## config.mk

```make
export PLATFORM = sky130hd
export DESIGN_NAME = tiled_frag_iterator
export DESIGN_NICKNAME = d
export VERILOG_FILES = /design/src/rtl/tiled_frag_iterator.sv
export SDC_FILE = /design/constraint.sdc
export NUM_CORES = 1
export LEC_CHECK = 0
export CAP_MARGIN = 0
export CELL_PAD_IN_SITES_DETAIL_PLACEMENT = 2
export CELL_PAD_IN_SITES_GLOBAL_PLACEMENT = 2
export CORE_ASPECT_RATIO = 1.25
export CORE_MARGIN = 2
export CORE_UTILIZATION = 27
export DETAILED_ROUTE_END_ITERATION = 16
export GPL_TIMING_DRIVEN = 0
export PLACE_DENSITY_LB_ADDON = 0.1
export RECOVER_POWER = 100
export SLEW_MARGIN = 20
export SYNTH_ARGS = -nofsm -noshare
export SYNTH_HDL_FRONTEND = slang
export SYNTH_SLANG_ARGS = --single-unit
export TNS_END_PERCENT = 5
```

## constraint.sdc

```tcl
create_clock -name clk -period 2.7 [get_ports clk]
set_clock_uncertainty 0.05 [all_clocks]
set_input_delay 0.54 -clock clk [delete_from_list [all_inputs] [get_ports clk]]
set_output_delay 0.54 -clock clk [all_outputs]
set_load 0.01 [all_outputs]
```

## src/rtl/tiled_frag_iterator.sv

```systemverilog
// Fragment iterator: walks an inclusive bounding box in raster order, or in aligned
// square-tile order when built with TILED_FRAG_ITER_TILE_EN (mode input selects).
module tiled_frag_iterator #(
    parameter int COORD_W   = 10,
    parameter int TILE_LOG2 = 2
) (
    input  logic               clk,
    input  logic               rst,
    input  logic               nd,
    output logic               us_rfd,
    input  logic [COORD_W-1:0] min_x,
    input  logic [COORD_W-1:0] max_x,
    input  logic [COORD_W-1:0] min_y,
    input  logic [COORD_W-1:0] max_y,
    input  logic               mode,
    input  logic               ds_rfd,
    output logic               rdy,
    output logic [COORD_W-1:0] x,
    output logic [COORD_W-1:0] y,
    output logic               last
);

    typedef enum logic {IDLE, ITER} state_t;

    localparam logic [COORD_W-1:0] ONE = 1;

    state_t             state_reg, state_next;
    logic [COORD_W-1:0] x_reg, y_reg;
    logic [COORD_W-1:0] min_x_reg, max_x_reg, min_y_reg, max_y_reg;
    logic [COORD_W-1:0] x_step, y_step;
    logic               box_ok, accept, advance, at_last;

    assign box_ok  = (min_x <= max_x) && (min_y <= max_y);
    assign accept  = nd && us_rfd;
    assign advance = rdy && ds_rfd;
    // (max_x, max_y) is the final pixel in both orders, so one test serves both
    assign at_last = (x_reg == max_x_reg) && (y_reg == max_y_reg);

    always_ff @(posedge clk) begin
        if (rst) begin
            state_reg <= IDLE;
        end else begin
            state_reg <= state_next;
        end
    end

    always_comb begin
        state_next = state_reg;
        case (state_reg)
            IDLE:    if (accept && box_ok) state_next = ITER;
            ITER:    if (advance && at_last) state_next = IDLE;
            default: state_next = IDLE;
        endcase
    end

    always_comb begin
        us_rfd = (state_reg == IDLE) && !rst;
        rdy    = (state_reg == ITER);
        last   = (state_reg == ITER) && at_last;
        x      = x_reg;
        y      = y_reg;
    end

`ifdef TILED_FRAG_ITER_TILE_EN
    localparam logic [COORD_W-1:0] TILE_SIZE = ONE << TILE_LOG2;
    localparam logic [COORD_W-1:0] TILE_MASK = ~(TILE_SIZE - ONE);
    localparam logic [COORD_W:0]   TILE_SPAN = {1'b0, TILE_SIZE - ONE};

    logic               mode_reg;
    logic [COORD_W-1:0] tx_reg, ty_reg, tx_step, ty_step;
    logic [COORD_W:0]   x_end_wide, y_end_wide;
    logic [COORD_W-1:0] x_end, y_end, x_start, y_start;

    // Tile end is formed one bit wider so a tile at the top of the range cannot wrap
    assign x_end_wide = {1'b0, tx_reg} + TILE_SPAN;
    assign y_end_wide = {1'b0, ty_reg} + TILE_SPAN;
    assign x_end   = (x_end_wide > {1'b0, max_x_reg}) ? max_x_reg : x_end_wide[COORD_W-1:0];
    assign y_end   = (y_end_wide > {1'b0, max_y_reg}) ? max_y_reg : y_end_wide[COORD_W-1:0];
    assign x_start = (tx_reg > min_x_reg) ? tx_reg : min_x_reg;
    assign y_start = (ty_reg > min_y_reg) ? ty_reg : min_y_reg;

    always_comb begin
        tx_step = tx_reg;
        ty_step = ty_reg;
        if (!mode_reg) begin
            x_step = (x_reg == max_x_reg) ? min_x_reg : x_reg + ONE;
            y_step = (x_reg == max_x_reg) ? y_reg + ONE : y_reg;
        end else if (x_reg != x_end) begin
            x_step = x_reg + ONE;
            y_step = y_reg;
        end else if (y_reg != y_end) begin
            x_step = x_start;
            y_step = y_reg + ONE;
        end else if (x_end == max_x_reg) begin
            // Right edge of the box: wrap to the first tile of the next tile row
            tx_step = min_x_reg & TILE_MASK;
            ty_step = ty_reg + TILE_SIZE;
            x_step  = min_x_reg;
            y_step  = ty_reg + TILE_SIZE;
        end else begin
            tx_step = tx_reg + TILE_SIZE;
            x_step  = tx_reg + TILE_SIZE;
            y_step  = y_start;
        end
    end
`else
    logic unused_cfg;
    assign unused_cfg = mode ^ (TILE_LOG2 > 0);

    always_comb begin
        x_step = (x_reg == max_x_reg) ? min_x_reg : x_reg + ONE;
        y_step = (x_reg == max_x_reg) ? y_reg + ONE : y_reg;
    end
`endif

    // Registers hold on the final handshake so nothing steps past the box bounds
    always_ff @(posedge clk) begin
        if (rst) begin
            x_reg     <= '0;
            y_reg     <= '0;
            min_x_reg <= '0;
            max_x_reg <= '0;
            min_y_reg <= '0;
            max_y_reg <= '0;
`ifdef TILED_FRAG_ITER_TILE_EN
            mode_reg  <= 1'b0;
            tx_reg    <= '0;
            ty_reg    <= '0;
`endif
        end else if (accept && box_ok) begin
            x_reg     <= min_x;
            y_reg     <= min_y;
            min_x_reg <= min_x;
            max_x_reg <= max_x;
            min_y_reg <= min_y;
            max_y_reg <= max_y;
`ifdef TILED_FRAG_ITER_TILE_EN
            mode_reg  <= mode;
            tx_reg    <= min_x & TILE_MASK;
            ty_reg    <= min_y & TILE_MASK;
`endif
        end else if (advance && !at_last) begin
            x_reg     <= x_step;
            y_reg     <= y_step;
`ifdef TILED_FRAG_ITER_TILE_EN
            tx_reg    <= tx_step;
            ty_reg    <= ty_step;
`endif
        end
    end

endmodule

```

==> results.cfg <==
[synthesis]
synth_enable_flop_cells = 0
yosysMostFrequentCell = dfxtp_1
yosysSeqAreaShare = 0.320
syn_nets = 454
synth_top_family_by_area = simple AND/OR/NAND/NOR gates
synth_xor_xnor_area_share = 0.0714
synth_compound_area_frac = 0.171
synth_mux_area_frac = 0.0914
synth_area_leader_cell = dfxtp_1
yosys.area_share.adder = 0.0863
syn-cell-area_um2 = 3190
synthTopCellsByArea = dfxtp_1 (32%), mux2i_1 (8.8%), ha_1 (8.6%), xor2_1 (6.0%), nor2_1 (5.4%)
yosys_warnings = 0
yosys_most_used_dff = dfxtp_1
synth-seq-cells = 51
synth_common_cells = dfxtp_1 (51), nor2_1 (46), nand2_1 (30)
synth-simple-area-share = 0.199
async_reset_ff_frac = 0
synth_top_area_frac = 0.320
ys_types = 44
postSynthAreaPerCell_um2 = 8.24
synthCells = 387

[detailed_routing]
drt-vias-per-instance = 5.32
post-route-drc-count = 0
ant_nets = 0
routed_wl_mm = 13.9
vias = 3313
wl_per_cell_um = 22.2
drtIter0Drc = 95
firstDrtPassIters = 4

[grt]
grt_start_max_net_pins = 14
grt_pass1_vias = 3588
grt_pass1_wl_mm = 20.3
overflow = 0
grt_usage = 0.210
antenna_found_initial = 0

[sta]
slew_headroom = 0.540
post-route-period-util = 1.00
clock.fmax_mhz = 370
setup_viol_count_final = 1
slew_viol_final = 0
period_minus_slack_ns = 2.70
rsz0062_at_grt = true
worst_pin_slew_ns = 0.690
finalSetupTns_ns = -0.00339
finalWorstSetupSlack_ns = -0.00339
final-hold-violation-count = 0

[final_layout]
synthToLayoutAreaGrowth_pct = 54.6
stdcell_count = 623
num_antenna_cells = 0
fillers = 1270
fin_nets = 553
layout-drive-gt1-share = 0.223

[worst_setup_path]
crit_type = input pin to register
crit_start = max_x[1]
path_cells = clkdlybuf4s50_1, inv_1, ha_1, nand2b_1, a211oi_2, a2111oi_4, o22ai_4, buf_12, clkbuf_16, mux2i_1, nor2_1
cp_data_required_time_ns = 2.81
r2r-start = x[3]
worstPathArrival_ns = 2.81
cp_slowest_cell = clkdlybuf4s50_1
critPathCaptureType = register
path_delay_family = buffers and inverters
cp_max_fo = 8
max_stage_delay_ns = 0.50
cp-start-kind = input pin
path_buf_inv = 4

[cts]
cts_buffers = 5
cts_tree = yes
cts_max_path_buffers = 2
clock_latency_ns = 0.30
clkSlewWorstSetupHoldPaths_ns = 0.07
cts_sinks = 51
cts.htree.levels = 2
cts_root_buf = clkbuf_16

[pwr]
ir_drop_mv = 0.256
powerDensity_nw_per_um2 = 485
p_leak_nw = 2.27

[place]
hpwl_mm = 9.84
gp_congestion = 0.806
io_buffers = 65
place_inst = 590

[die]
core_area_um2 = 11600
initial_utilization = 0.276
die-area_um2 = 12700
die_h_um = 125
die_width_um = 101
ioPinCount = 68
rows = 44

[min_path]
hold_class = register to register
holdCritStartpoint = min_x_reg[5]

[outcome]
status = finished, violations left
violations = setup timing

[flow_run]
max-cap-violations = 0
cell type report:
| class | instances | area, um2 | area share |
|---|---|---|---|
| multi-input cells | 286 | 2330 | 0.473 |
| flip-flops and latches | 51 | 1040 | 0.210 |
| repair buffers | 95 | 967 | 0.196 |
| plain buffers | 20 | 190 | 0.0386 |
| well taps | 138 | 173 | 0.0350 |
| clock buffers | 6 | 129 | 0.0261 |
| inverters | 27 | 101 | 0.0206 |
cells by family after synthesis:
logic type                 Yosys count
AOI/OAI and AO/OA                   81
xor gates and xnor gates            26
buffers and inverters               50
adders and majority gates           22
DFF                                 51
muxes                               29
and+or+nand+nor                    128
layout by cell type (no fill, tap or decap), types with 7 or more instances in the layout:
| cell | Yosys | final |
|---|---|---|
| clkbuf_1 | 16 | 11 |
| a21oi_1 | 17 | 13 |
| dfxtp_1 | 51 | 41 |
| o21ai_0 | 17 | 13 |
| buf_4 | 0 | 26 |
| inv_1 | 27 | 20 |
| nand3_1 | 9 | 9 |
| clkbuf_16 | 0 | 8 |
| mux2i_1 | 28 | 26 |
| ha_1 | 22 | 11 |
| nand2_1 | 30 | 30 |
| o31ai_1 | 9 | 8 |
| nand4_1 | 10 | 10 |
| a211oi_1 | 12 | 8 |
| inv_2 | 0 | 7 |
| dfxtp_2 | 0 | 9 |
| xor2_1 | 22 | 22 |
| nor2_1 | 46 | 44 |
| dlymetal6s2s_1 | 0 | 22 |
| clkdlybuf4s50_1 | 0 | 35 |
| ha_4 | 0 | 11 |
per-stage QoR:
| step | util | total power [mW] | setup WS, ns | hold WS, ns | area (um2) |
|---|---|---|---|---|---|
| global placement | 0.347 | 1.55 | -1.36 | 0.393 | 4020 |
| floorplan | - | 1.26 | 0.0526 | 0.383 | 3190 |
| global route | 0.426 | 2.51 | -0.137 | 0.443 | 4930 |
| finish | 0.426 | 2.39 | -0.00339 | 0.414 | 4930 |
| CTS | 0.388 | 2.32 | -0.0720 | 0.417 | 4490 |
| detailed placement | 0.347 | 1.57 | -1.40 | 0.406 | 4020 |
worst reg2reg max path: stages (launching register included):
cell	delay, ns
dfxtp_4	0.37
xor2_1	0.19
nor4_4	0.37
buf_4	0.19
nand3_2	0.11
or3_1	0.38
buf_6	0.14
or4_1	0.52
a311oi_2	0.20
where the power goes:
group,internal (mW),leakage (nW),total [mW],switching (mW)
clock,0.335,0.0628,0.626,0.291
combinational,0.419,1.79,0.897,0.477
sequential,0.802,0.419,0.866,0.0638
total,1.56,2.27,2.39,0.833
timing repair:
item | CTS | global route
pin swaps | 19 | 22
buffers inserted | 14 | 13
gates cloned | 1 | 3
hold buffers | 0 | 0
gates resized for setup | 68 | 68
endpoints found under the setup margin | 52 | 52
routing by layer:
layer	global-route usage	vias up	routed length [um]
li1	-	1581	-
met1	0.231	1647	5440
met2	0.407	69	7830
met3	0.0235	16	317
met4	0.0676	0	267
met5	0	-	0
path summary, 6_finish.rpt:
kind	end	slack (ns)	cells past startpoint
max	min_x_reg[9]	-0.003	11
min	min_x_reg[5]	0.41	2
max reg2reg	y[5]	0.07	8
min reg2reg	min_x_reg[5]	0.41	2
(Power assumes the default switching activity.)
